**src/rtl/wb_bram_ctrl.sv**
```systemverilog
// -----------------------------------------------------------------------------
// wb_bram_ctrl
//
// Wishbone B4 slave in front of a simple dual-port, byte-strobed block RAM.
// The RAM has one write port and one registered read port with 1-cycle read
// latency. Classic single cycles and registered-feedback bursts (linear,
// wrap4, wrap8, wrap16) become RAM port activity. Inside a burst the slave
// sustains one beat per cycle.
//
// Handshake: a request is offered when wb_cyc & wb_stb. A classic request is
// accepted in IDLE and acknowledged one cycle later. Inside a burst a beat is
// accepted and acknowledged in the same cycle, provided its address and
// direction match the expected next beat. wb_dat_r is meaningful only while
// wb_ack is high.
//
// Ports:
//   clk, rst            clock, asynchronous active-high reset
//   wb_adr/wb_dat_w     word address / write data from the master
//   wb_dat_r            read data (straight from mem_rdata)
//   wb_sel/wb_we        byte selects / write enable
//   wb_cyc/wb_stb       cycle valid / strobe
//   wb_cti/wb_bte       cycle type / burst type
//   wb_ack              acknowledge
//   mem_wstrb/waddr/wdata  RAM write port
//   mem_raddr/mem_rdata    RAM read port (data one cycle after address)
//   dbg_state           current FSM state (0 IDLE, 1 ACK, 2 BURST)
// -----------------------------------------------------------------------------
module wb_bram_ctrl #(
    parameter int SIZE = 1024,
    parameter int COLS = 4,
    parameter int AW   = $clog2(SIZE),
    parameter int DW   = COLS * 8
) (
    input  logic            clk,
    input  logic            rst,
    input  logic [AW-1:0]   wb_adr,
    input  logic [DW-1:0]   wb_dat_w,
    output logic [DW-1:0]   wb_dat_r,
    input  logic [COLS-1:0] wb_sel,
    input  logic            wb_we,
    input  logic            wb_cyc,
    input  logic            wb_stb,
    input  logic [2:0]      wb_cti,
    input  logic [1:0]      wb_bte,
    output logic            wb_ack,
    output logic [COLS-1:0] mem_wstrb,
    output logic [AW-1:0]   mem_waddr,
    output logic [DW-1:0]   mem_wdata,
    output logic [AW-1:0]   mem_raddr,
    input  logic [DW-1:0]   mem_rdata,
    output logic [1:0]      dbg_state
);

    typedef enum logic [1:0] {
        S_IDLE  = 2'd0,
        S_ACK   = 2'd1,
        S_BURST = 2'd2
    } state_t;

    state_t        state_q, state_d;
    logic [AW-1:0] baddr_q, baddr_d;   // address of the next expected beat
    logic          bwe_q,   bwe_d;     // burst direction
    logic [1:0]    bte_q,   bte_d;     // burst wrap type
    logic          burst_q, burst_d;   // request in IDLE opened a burst

    logic          beat_ok;

    // Next beat address: wrap-N bursts only advance the low log2(N) bits,
    // linear bursts advance the whole address modulo 2^AW.
    function automatic logic [AW-1:0] next_addr(input logic [AW-1:0] a,
                                                 input logic [1:0]    bte);
        logic [AW-1:0] mask;
        logic [AW-1:0] inc;
        case (bte)
            2'b01:   mask = AW'(3);
            2'b10:   mask = AW'(7);
            2'b11:   mask = AW'(15);
            default: mask = '1;
        endcase
        inc = a + AW'(1);
        return (a & ~mask) | (inc & mask);
    endfunction

    // Write port and read data are pass-throughs; only the strobes and the
    // read address are steered by the FSM.
    assign mem_waddr = wb_adr;
    assign mem_wdata = wb_dat_w;
    assign wb_dat_r  = mem_rdata;
    assign dbg_state = state_q;

    assign beat_ok = wb_cyc && wb_stb && (wb_adr == baddr_q) && (wb_we == bwe_q);

    always_comb begin
        state_d   = state_q;
        baddr_d   = baddr_q;
        bwe_d     = bwe_q;
        bte_d     = bte_q;
        burst_d   = burst_q;
        wb_ack    = 1'b0;
        mem_wstrb = '0;
        mem_raddr = wb_adr;

        case (state_q)
            S_IDLE: begin
                mem_raddr = wb_adr;
                if (wb_cyc && wb_stb) begin
                    if (wb_we) begin
                        mem_wstrb = wb_sel;
                    end
                    baddr_d = next_addr(wb_adr, wb_bte);
                    bwe_d   = wb_we;
                    bte_d   = wb_bte;
                    burst_d = (wb_cti == 3'b010);
                    state_d = S_ACK;
                end
            end

            S_ACK: begin
                wb_ack = wb_cyc;
                // Prefetch the second beat so a burst can run back-to-back.
                mem_raddr = baddr_q;
                state_d   = (burst_q && wb_cyc) ? S_BURST : S_IDLE;
            end

            S_BURST: begin
                if (beat_ok) begin
                    wb_ack = 1'b1;
                    if (bwe_q) begin
                        mem_wstrb = wb_sel;
                    end
                    baddr_d   = next_addr(baddr_q, bte_q);
                    mem_raddr = baddr_d;
                    if (wb_cti == 3'b111) begin
                        state_d = S_IDLE;
                    end
                end else if (wb_cyc && !wb_stb) begin
                    // Wait state: keep the expected beat's data prefetched.
                    mem_raddr = baddr_q;
                end else begin
                    // Dropped cycle or out-of-sequence beat: the request, if
                    // any, is served again from IDLE as a fresh cycle.
                    state_d = S_IDLE;
                end
            end

            default: begin
                state_d = S_IDLE;
            end
        endcase

        // Reset silences the bus immediately, before the state flop settles.
        if (rst) begin
            wb_ack    = 1'b0;
            mem_wstrb = '0;
        end
    end

    always_ff @(posedge clk or posedge rst) begin
        if (rst) begin
            state_q <= S_IDLE;
            baddr_q <= '0;
            bwe_q   <= 1'b0;
            bte_q   <= 2'b00;
            burst_q <= 1'b0;
        end else begin
            state_q <= state_d;
            baddr_q <= baddr_d;
            bwe_q   <= bwe_d;
            bte_q   <= bte_d;
            burst_q <= burst_d;
        end
    end

endmodule

```
**config.mk**
```make
export PLATFORM = sky130hd
export DESIGN_NAME = wb_bram_ctrl
export DESIGN_NICKNAME = d
export VERILOG_FILES = /design/src/rtl/wb_bram_ctrl.sv
export SDC_FILE = /design/constraint.sdc
export NUM_CORES = 1
export LEC_CHECK = 0
export CORE_UTILIZATION = 34
export CTS_BUF_LIST = sky130_fd_sc_hd__clkbuf_4
export CTS_CLUSTER_SIZE = 30
export DETAILED_ROUTE_END_ITERATION = 6
export PLACE_DENSITY = 0.89
export SLEW_MARGIN = 15
export SYNTH_ARGS = -nofsm -noshare
export SYNTH_HDL_FRONTEND = slang
export SYNTH_SLANG_ARGS = --single-unit
```
**constraint.sdc**
```tcl
create_clock -name clk -period 2.9 [get_ports clk]
set_clock_uncertainty 0.15 [all_clocks]
set_input_delay 0.58 -clock clk [delete_from_list [all_inputs] [get_ports clk]]
set_output_delay 0.58 -clock clk [all_outputs]
set_load 0.01 [all_outputs]
```
==> reports/results.txt, run 1 <==
status - complete, but fails checks
failing checks - setup timing
standard-cell row count - 28
FF+latch area - 400.4 µm²
Post-Synth Simple-Gate Area - 20.53%
final hold vios - 0
post-synthesis adder-cell area fraction - 5.105%
crit path cell chain - clkdlybuf4s15_2 > xor2_1 > nor4_2 > buf_4 > buf_6 > nand4_1 > buf_6 > nor4_4 > a21oi_2 > nand2_1 > buf_2
Cell variety after synth - 49
clk buf depth - 2
area of the multi-input gates - 0.001331 mm²
CTS clk-pin slew, worst paths - 120 ps
DRT Pass-1 Iters - 4
Clock Sinks - 16
post-layout util - 46.04%
Syn Nets - 378
hold slack - 349.2 ps
Avg Synthesized Cell Area - 7.850 µm²
warnings from Yosys - 0
cell with the most instances after synthesis - buf_4
gr ovfl total - 0
area post-placement - 0.002554 mm²
largest family of logic cells by synthesized area - buffers and inverters
worst path required time - 2170 ps
htree depth - 1
global-route wire length before repair - 10570 µm
routed length per instance - 17.61 µm
Crit Path Class - in2out
Design Area, Final - 0.002806 mm²
die area - 0.006814 mm²
DR vias - 2097
P per Cell Area - 708.5 mW/mm²
share of the synthesized area in the top cell type - 25.18%
n_diodes - 0
Data arrival, critical path - 2440 ps
nets - 411
Mapped Cells - 281
RSZ-0062 raised after global routing - yes
Fin Setup TNS - -2556 ps
initial antenna violation count - 0
critical path's most frequent cell - buf_6
HP Class - reg2reg
top post-synthesis cells by count - buf_4 (74), nor2_1 (21), xor2_1 (19)
fmax - 0.3158 GHz
Syn-to-layout area delta - 27.23%
Fillers - 622
crit end category - output pin
DR DRC count - 0
maximum VDD drop - 0.4456 mV
Synth async-reset ratio - 100.0%
final setup violation count - 15
PortBufs - 50
Synth area leaders - buf_4 (25%), dfrtp_1 (18%), xor2_1 (7.5%)
mean number of vias per cell - 5.405
gr usage total - 21.17%
Top Family by Delay on Critical Path - buffers and inverters
CTS Root Cell - clkbuf_4
fraction of layout cells with a size suffix above 1 - 40.89%
mux contribution to synthesized area - 1.418%
max-cap violation count - 0
ys flop type - dfrtp_1
total chip power - 1.988 mW
flip-flop and latch count after synthesis - 16
fin crit period - 3166 ps
XOR/XNOR share of the synthesized area - 8.735%
Antenna Violating Nets Remaining - 0
Worst Tran Pin Value - 738.1 ps
first-iteration detailed-routing DRC count - 132
crit-path max cell delay - 290 ps
CTS buffer count - 3
Max-slew headroom - 50.74%
die width - 82.55 µm
Slew Viols, Final - 0
vias in the first global route - 2078
leading area contributor after synthesis - buf_4
Starting Density - 36.19%
Clock Latency Late Sink - 310 ps
crit path max fanout - 5
CTS tree - done
fin worst setup slack - -266.4 ps
number of synthesized flops with an enable pin - 0
Critical Path Source Type - input pin
sequential area share after synthesis - 18.15%
Placer Congestion - 0.9392
synthesized cell area - 0.002206 mm²
CP bufs+invs - 5
Slowest cell on crit path - nor4_4
Synth Area in Compound Gates - 15.66%
fin crit share - 109.2%
Die Y - 82.55 µm
Core Box Area - 0.006096 mm²
Post-Route WL - 6833 µm
Lkg Pwr - 1.293 nW
io pins - 179
Post-DP HPWL - 4818 µm
largest net degree at the start of global routing - 17
final timing paths:
path,slack [ps],to,cells past startpoint,start
worst max-delay path,-270,mem_raddr[5],11,wb_adr[5]
worst min-delay path,350,burst_q,2,burst_q
worst max register to register,540,baddr_q[0],7,dbg_state[0]
worst min register to register,350,burst_q,2,burst_q
max in group asynchronous,1510,baddr_q[4],2,rst
min in group asynchronous,620,baddr_q[6],2,rst
through the flow:
stage	setup WS, ps	cells
CTS	-103.7	383
global route	-331.4	388
floorplan	238.8	281
finish	-266.4	388
detailed placement	-955.7	370
global placement	-907.2	370
routing by layer:
metal	track usage [%]	vias to the layer above	wire length, µm
li1	-	951	-
met1	25.43	980	2599
met2	34.96	122	3327
met3	3.626	44	583
met4	13.28	0	323
met5	0	-	0
final cells by class:
cell class | count | share of cell area (%)
multi-input cells | 167 | 47.44
inverters | 11 | 1.471
clock inverters | 1 | 0.1337
flip-flops and latches | 16 | 14.27
repair buffers | 115 | 32.55
clock buffers | 3 | 0.8025
well taps | 75 | 3.344
cells by family (layout without fill, tap and decap cells):
family                   after synthesis  count (layout)
buffers and inverters                 98             130
AND/OR/NAND/NOR                       87              87
AO/OA/AOI/OAI                         46              46
XOR/XNOR                              22              22
flip-flops                            16              16
adder cells (fa/ha/maj)                9               9
multiplexers                           3               3
flip-flops by register name, indices dropped and copies added (netlist names):
signal	count
dbg_state	2
baddr_q	10
bte_q	2
burst_q	1
bwe_q	1
power by group:
part / switching (mW) / internal, mW
clock: 0.0900 / 0.0503
combinational: 0.748 / 0.697
sequential: 0.0799 / 0.323
total: 0.918 / 1.07
cells in the final DEF, fill, tap and decap left out, types with 2 or more instances in the layout:
master / Yosys / final
a31oi_1: 3 / 3
nor2_4: 0 / 5
a311oi_1: 2 / 2
inv_1: 11 / 11
nor4_4: 0 / 2
nand4_1: 5 / 5
xor2_1: 19 / 12
nand2_1: 18 / 17
clkbuf_2: 1 / 2
nor2_1: 21 / 15
and3_2: 2 / 2
a21oi_1: 5 / 2
or3_1: 2 / 2
buf_4: 74 / 58
buf_6: 2 / 9
nor4_2: 3 / 3
dfrtp_1: 16 / 16
a21oi_2: 0 / 3
a211oi_1: 3 / 3
o21ai_1: 1 / 2
and3_1: 3 / 2
ha_1: 9 / 9
xor2_2: 0 / 7
nand3_1: 13 / 11
nand3_4: 0 / 2
o22ai_1: 2 / 2
clkdlybuf4s50_1: 0 / 22
and2_1: 6 / 6
a21o_1: 2 / 2
a221o_1: 6 / 6
buf_2: 7 / 18
dlygate4sd2_1: 0 / 4
mux2i_1: 2 / 2
xnor2_1: 3 / 3
o21ai_2: 1 / 2
o21ai_0: 11 / 9
clkbuf_4: 0 / 3
a211oi_2: 2 / 2
nor3_1: 5 / 5
what timing repair did:
| action | 4_1_cts | 5_1_grt |
|---|---|---|
| cloned | 1 | 0 |
| hold buffers | 0 | 0 |
| gates resized for setup | 134 | 13 |
| hold endpoints to repair | 0 | 0 |
| pin swaps | 36 | 11 |
| buffers inserted | 8 | 6 |
| endpoints found under the setup margin | 15 | 15 |
worst register-to-register path: stages, from the launching register on:
cell and delay, ps:
dfrtp_1 400, inv_1 80, ha_1 240, inv_1 110
buf_4 170, o21ai_1 470, o21ai_2 320, a22o_1 310
No activity file was read; power rests on OpenSTA's default activity.
==> run 2: changes to the inputs <==
Settings changed: CORE_MARGIN set to 10, SKIP_LAST_GASP set to 1.
==> reports/results.txt, run 2 (synthesis results as in run 1) <==
status - complete, but fails checks
failing checks - setup timing
fmax - 0.3352 GHz (+6.1%)
maximum VDD drop - 0.3748 mV (-16%)
routed length per instance - 16.71 µm (-5.1%)
Hold Path Sink - burst_q
DR DRC count - 0 (unchanged)
Crit Path Class - in2out
Die Y - 100.5 µm (+22%)
reg2reg end - baddr_q[8]
fraction of layout cells with a size suffix above 1 - 36.27% (-4.6 points)
area post-placement - 0.002551 mm² (about the same)
Antenna Violating Nets Remaining - 0 (unchanged)
Worst Hold Launch - burst_q
crit path max fanout - 2 (-3)
RSZ-0062 raised after global routing - yes
Clock Sinks - 16 (unchanged)
crit-path max cell delay - 360 ps (+70 ps)
fin worst setup slack - -83.45 ps (+183.0 ps)
post-layout util - 42.79% (-3.3 points)
max-cap violation count - 0 (unchanged)
final hold vios - 0 (unchanged)
global-route wire length before repair - 10120 µm (-4.2%)
cells on worst reg2reg path - 10 (+3)
Slowest cell on crit path - or3b_4
HP Class - reg2reg
Fin Setup TNS - -568.7 ps (+1988 ps)
Design Area, Final - 0.002701 mm² (-3.7%)
CTS Root Cell - clkbuf_4
met1 GRT Util - 14.18% (-11 points)
Max-slew headroom - 52.20% (+1.5 points)
Critical Path Source Type - input pin
Lkg Pwr - 1.238 nW (-4.3%)
Data arrival, critical path - 2250 ps (-190 ps)
area of the multi-input gates - 0.001226 mm² (-7.9%)
total chip power - 1.933 mW (-2.8%)
crit end category - output pin
CTS tree - done
Reg with most FFs - baddr_q
mean number of vias per cell - 5.355 (-0.92%)
first-iteration detailed-routing DRC count - 183 (+39%)
PortBufs - 50 (unchanged)
standard-cell row count - 29 (+3.6%)
max FFs per register - 10 (unchanged)
initial antenna violation count - 0 (unchanged)
GR Layer Usage met3 - 4.390% (+0.76 points)
FF+latch area - 400.4 µm² (unchanged)
vias in the first global route - 2022 (-2.7%)
Syn-to-layout area delta - 22.46%
io pins - 179 (unchanged)
gr usage total - 12.10% (-9.1 points)
Worst Tran Pin Value - 716.3 ps (-21.83 ps)
largest net degree at the start of global routing - 17 (unchanged)
leading cell type in the layout, fill and taps excluded - buf_4
die area - 0.01011 mm² (+48%)
P per Cell Area - 715.4 mW/mm² (+0.97%)
Place WS - -896.8 ps (+58.93 ps)
fin crit share - 102.9% (-6.3 points)
htree depth - 1 (unchanged)
Top Family by Delay on Critical Path - simple AND/OR/NAND/NOR gates
Starting Density - 34.94% (-1.2 points)
die width - 100.5 µm (+22%)
gr ovfl total - 0 (unchanged)
Clock Latency Late Sink - 310 ps (about the same)
CTS clk-pin slew, worst paths - 110 ps (about the same)
busiest grt layer - met2
n_diodes - 0 (unchanged)
DR vias - 2051 (-2.2%)
r2r startpoint - baddr_q[6]
fin crit period - 2983 ps (-183.0 ps)
Post-DP HPWL - 4891 µm (+1.5%)
Slew Viols, Final - 0 (unchanged)
crit path cell chain - dlygate4sd2_1 > xor2_2 > nor4_4 > buf_4 > nand4_1 > buf_4 > or3b_4 > nand3_2 > buf_6
Post-Route WL - 6400 µm (-6.3%)
Fillers - 628 (+0.96%)
Core Box Area - 0.006314 mm² (+3.6%)
DRT Pass-1 Iters - 6 (+2)
CP bufs+invs - 4 (-1)
CTS buffer count - 3 (unchanged)
Hold Crit Depth - 2 (unchanged)
most frequent cells in the layout - buf_4 (55), clkdlybuf4s50_1 (22), nor2_1 (20)
critical path's most frequent cell - buf_4
worst path required time - 2170 ps (about the same)
met2 Use GR - 19.83% (-15 points)
clk buf depth - 2 (unchanged)
Placer Congestion - 0.9395 (about the same)
reg2reg setup slack - 500 ps (-40 ps)
nets - 405 (-1.5%)
final setup violation count - 9 (-6)
## run 2: changes by cell type in the layout (fill, tap and decap cells not counted), sizes merged
cell / previous run / this run
buf: 85 / 78
clkdlybuf4s15: 2 / 4
clkbuf: 5 / 4
clkinv: 1 / 0
## run 2: repair_timing
| action | CTS | global route |
|---|---|---|
| hold buffers | 0 | 0 |
| resized for setup | 111 | 11 |
| cloned | 1 | 0 |
| setup endpoints to repair | 15 | 15 |
| pin swaps | 22 | 7 |
| setup buffers | 9 | 2 |
## run 2: per-layer routing
| layer | vias up | share of wire, % |
|---|---|---|
| met5 | - | 0 |
| met4 | 0 | 1.8 |
| met3 | 20 | 12 |
| met2 | 136 | 47 |
| met1 | 954 | 39 |
| li1 | 941 | - |
## run 2: worst max path at each step
stage / from / endpoint / slack [ps] / cells after the start
after floorplan: wb_adr[2] / wb_ack / 240 / 8
after global placement: wb_adr[4] / mem_raddr[9] / -830 / 8
after detailed placement: wb_adr[9] / mem_wstrb[1] / -900 / 8
after CTS: bwe_q / mem_raddr[0] / -50 / 7
after global routing: baddr_q[4] / mem_raddr[8] / -210 / 11
final: wb_adr[2] / mem_raddr[6] / -80 / 9
## run 2: area by class of cell
cell class                 instances  area share, %
multi-input combinational        167          45.39
timing repair buffer             109          33.86
sequential                        16          14.82
tap                               77          3.566
inverter                          11          1.528
clock buffer                       3         0.8337
## run 2: per-stage QoR
step / hold slack, ps / std cells
final: 348.9 / 383
after global routing: 365.6 / 383
after CTS: 347.4 / 381
after detailed placement: 318.6 / 368
after global placement: 314.9 / 368
after floorplan: 292.9 / 281
## run 2: worst min-delay path: cells and delay by family (launching register included)
| family | cells | cell delay, ps |
|---|---|---|
| simple gates | 1 | 50 |
| compound gates | 1 | 50 |
| flops | 1 | 360 |
## run 2: report_power, final
group	leakage [nW]	switching [mW]	total [mW]	internal, mW
Sequential	0.193	0.0786	0.401	0.323
Combinational	1.03	0.691	1.39	0.704
Clock	0.0138	0.0876	0.136	0.0486
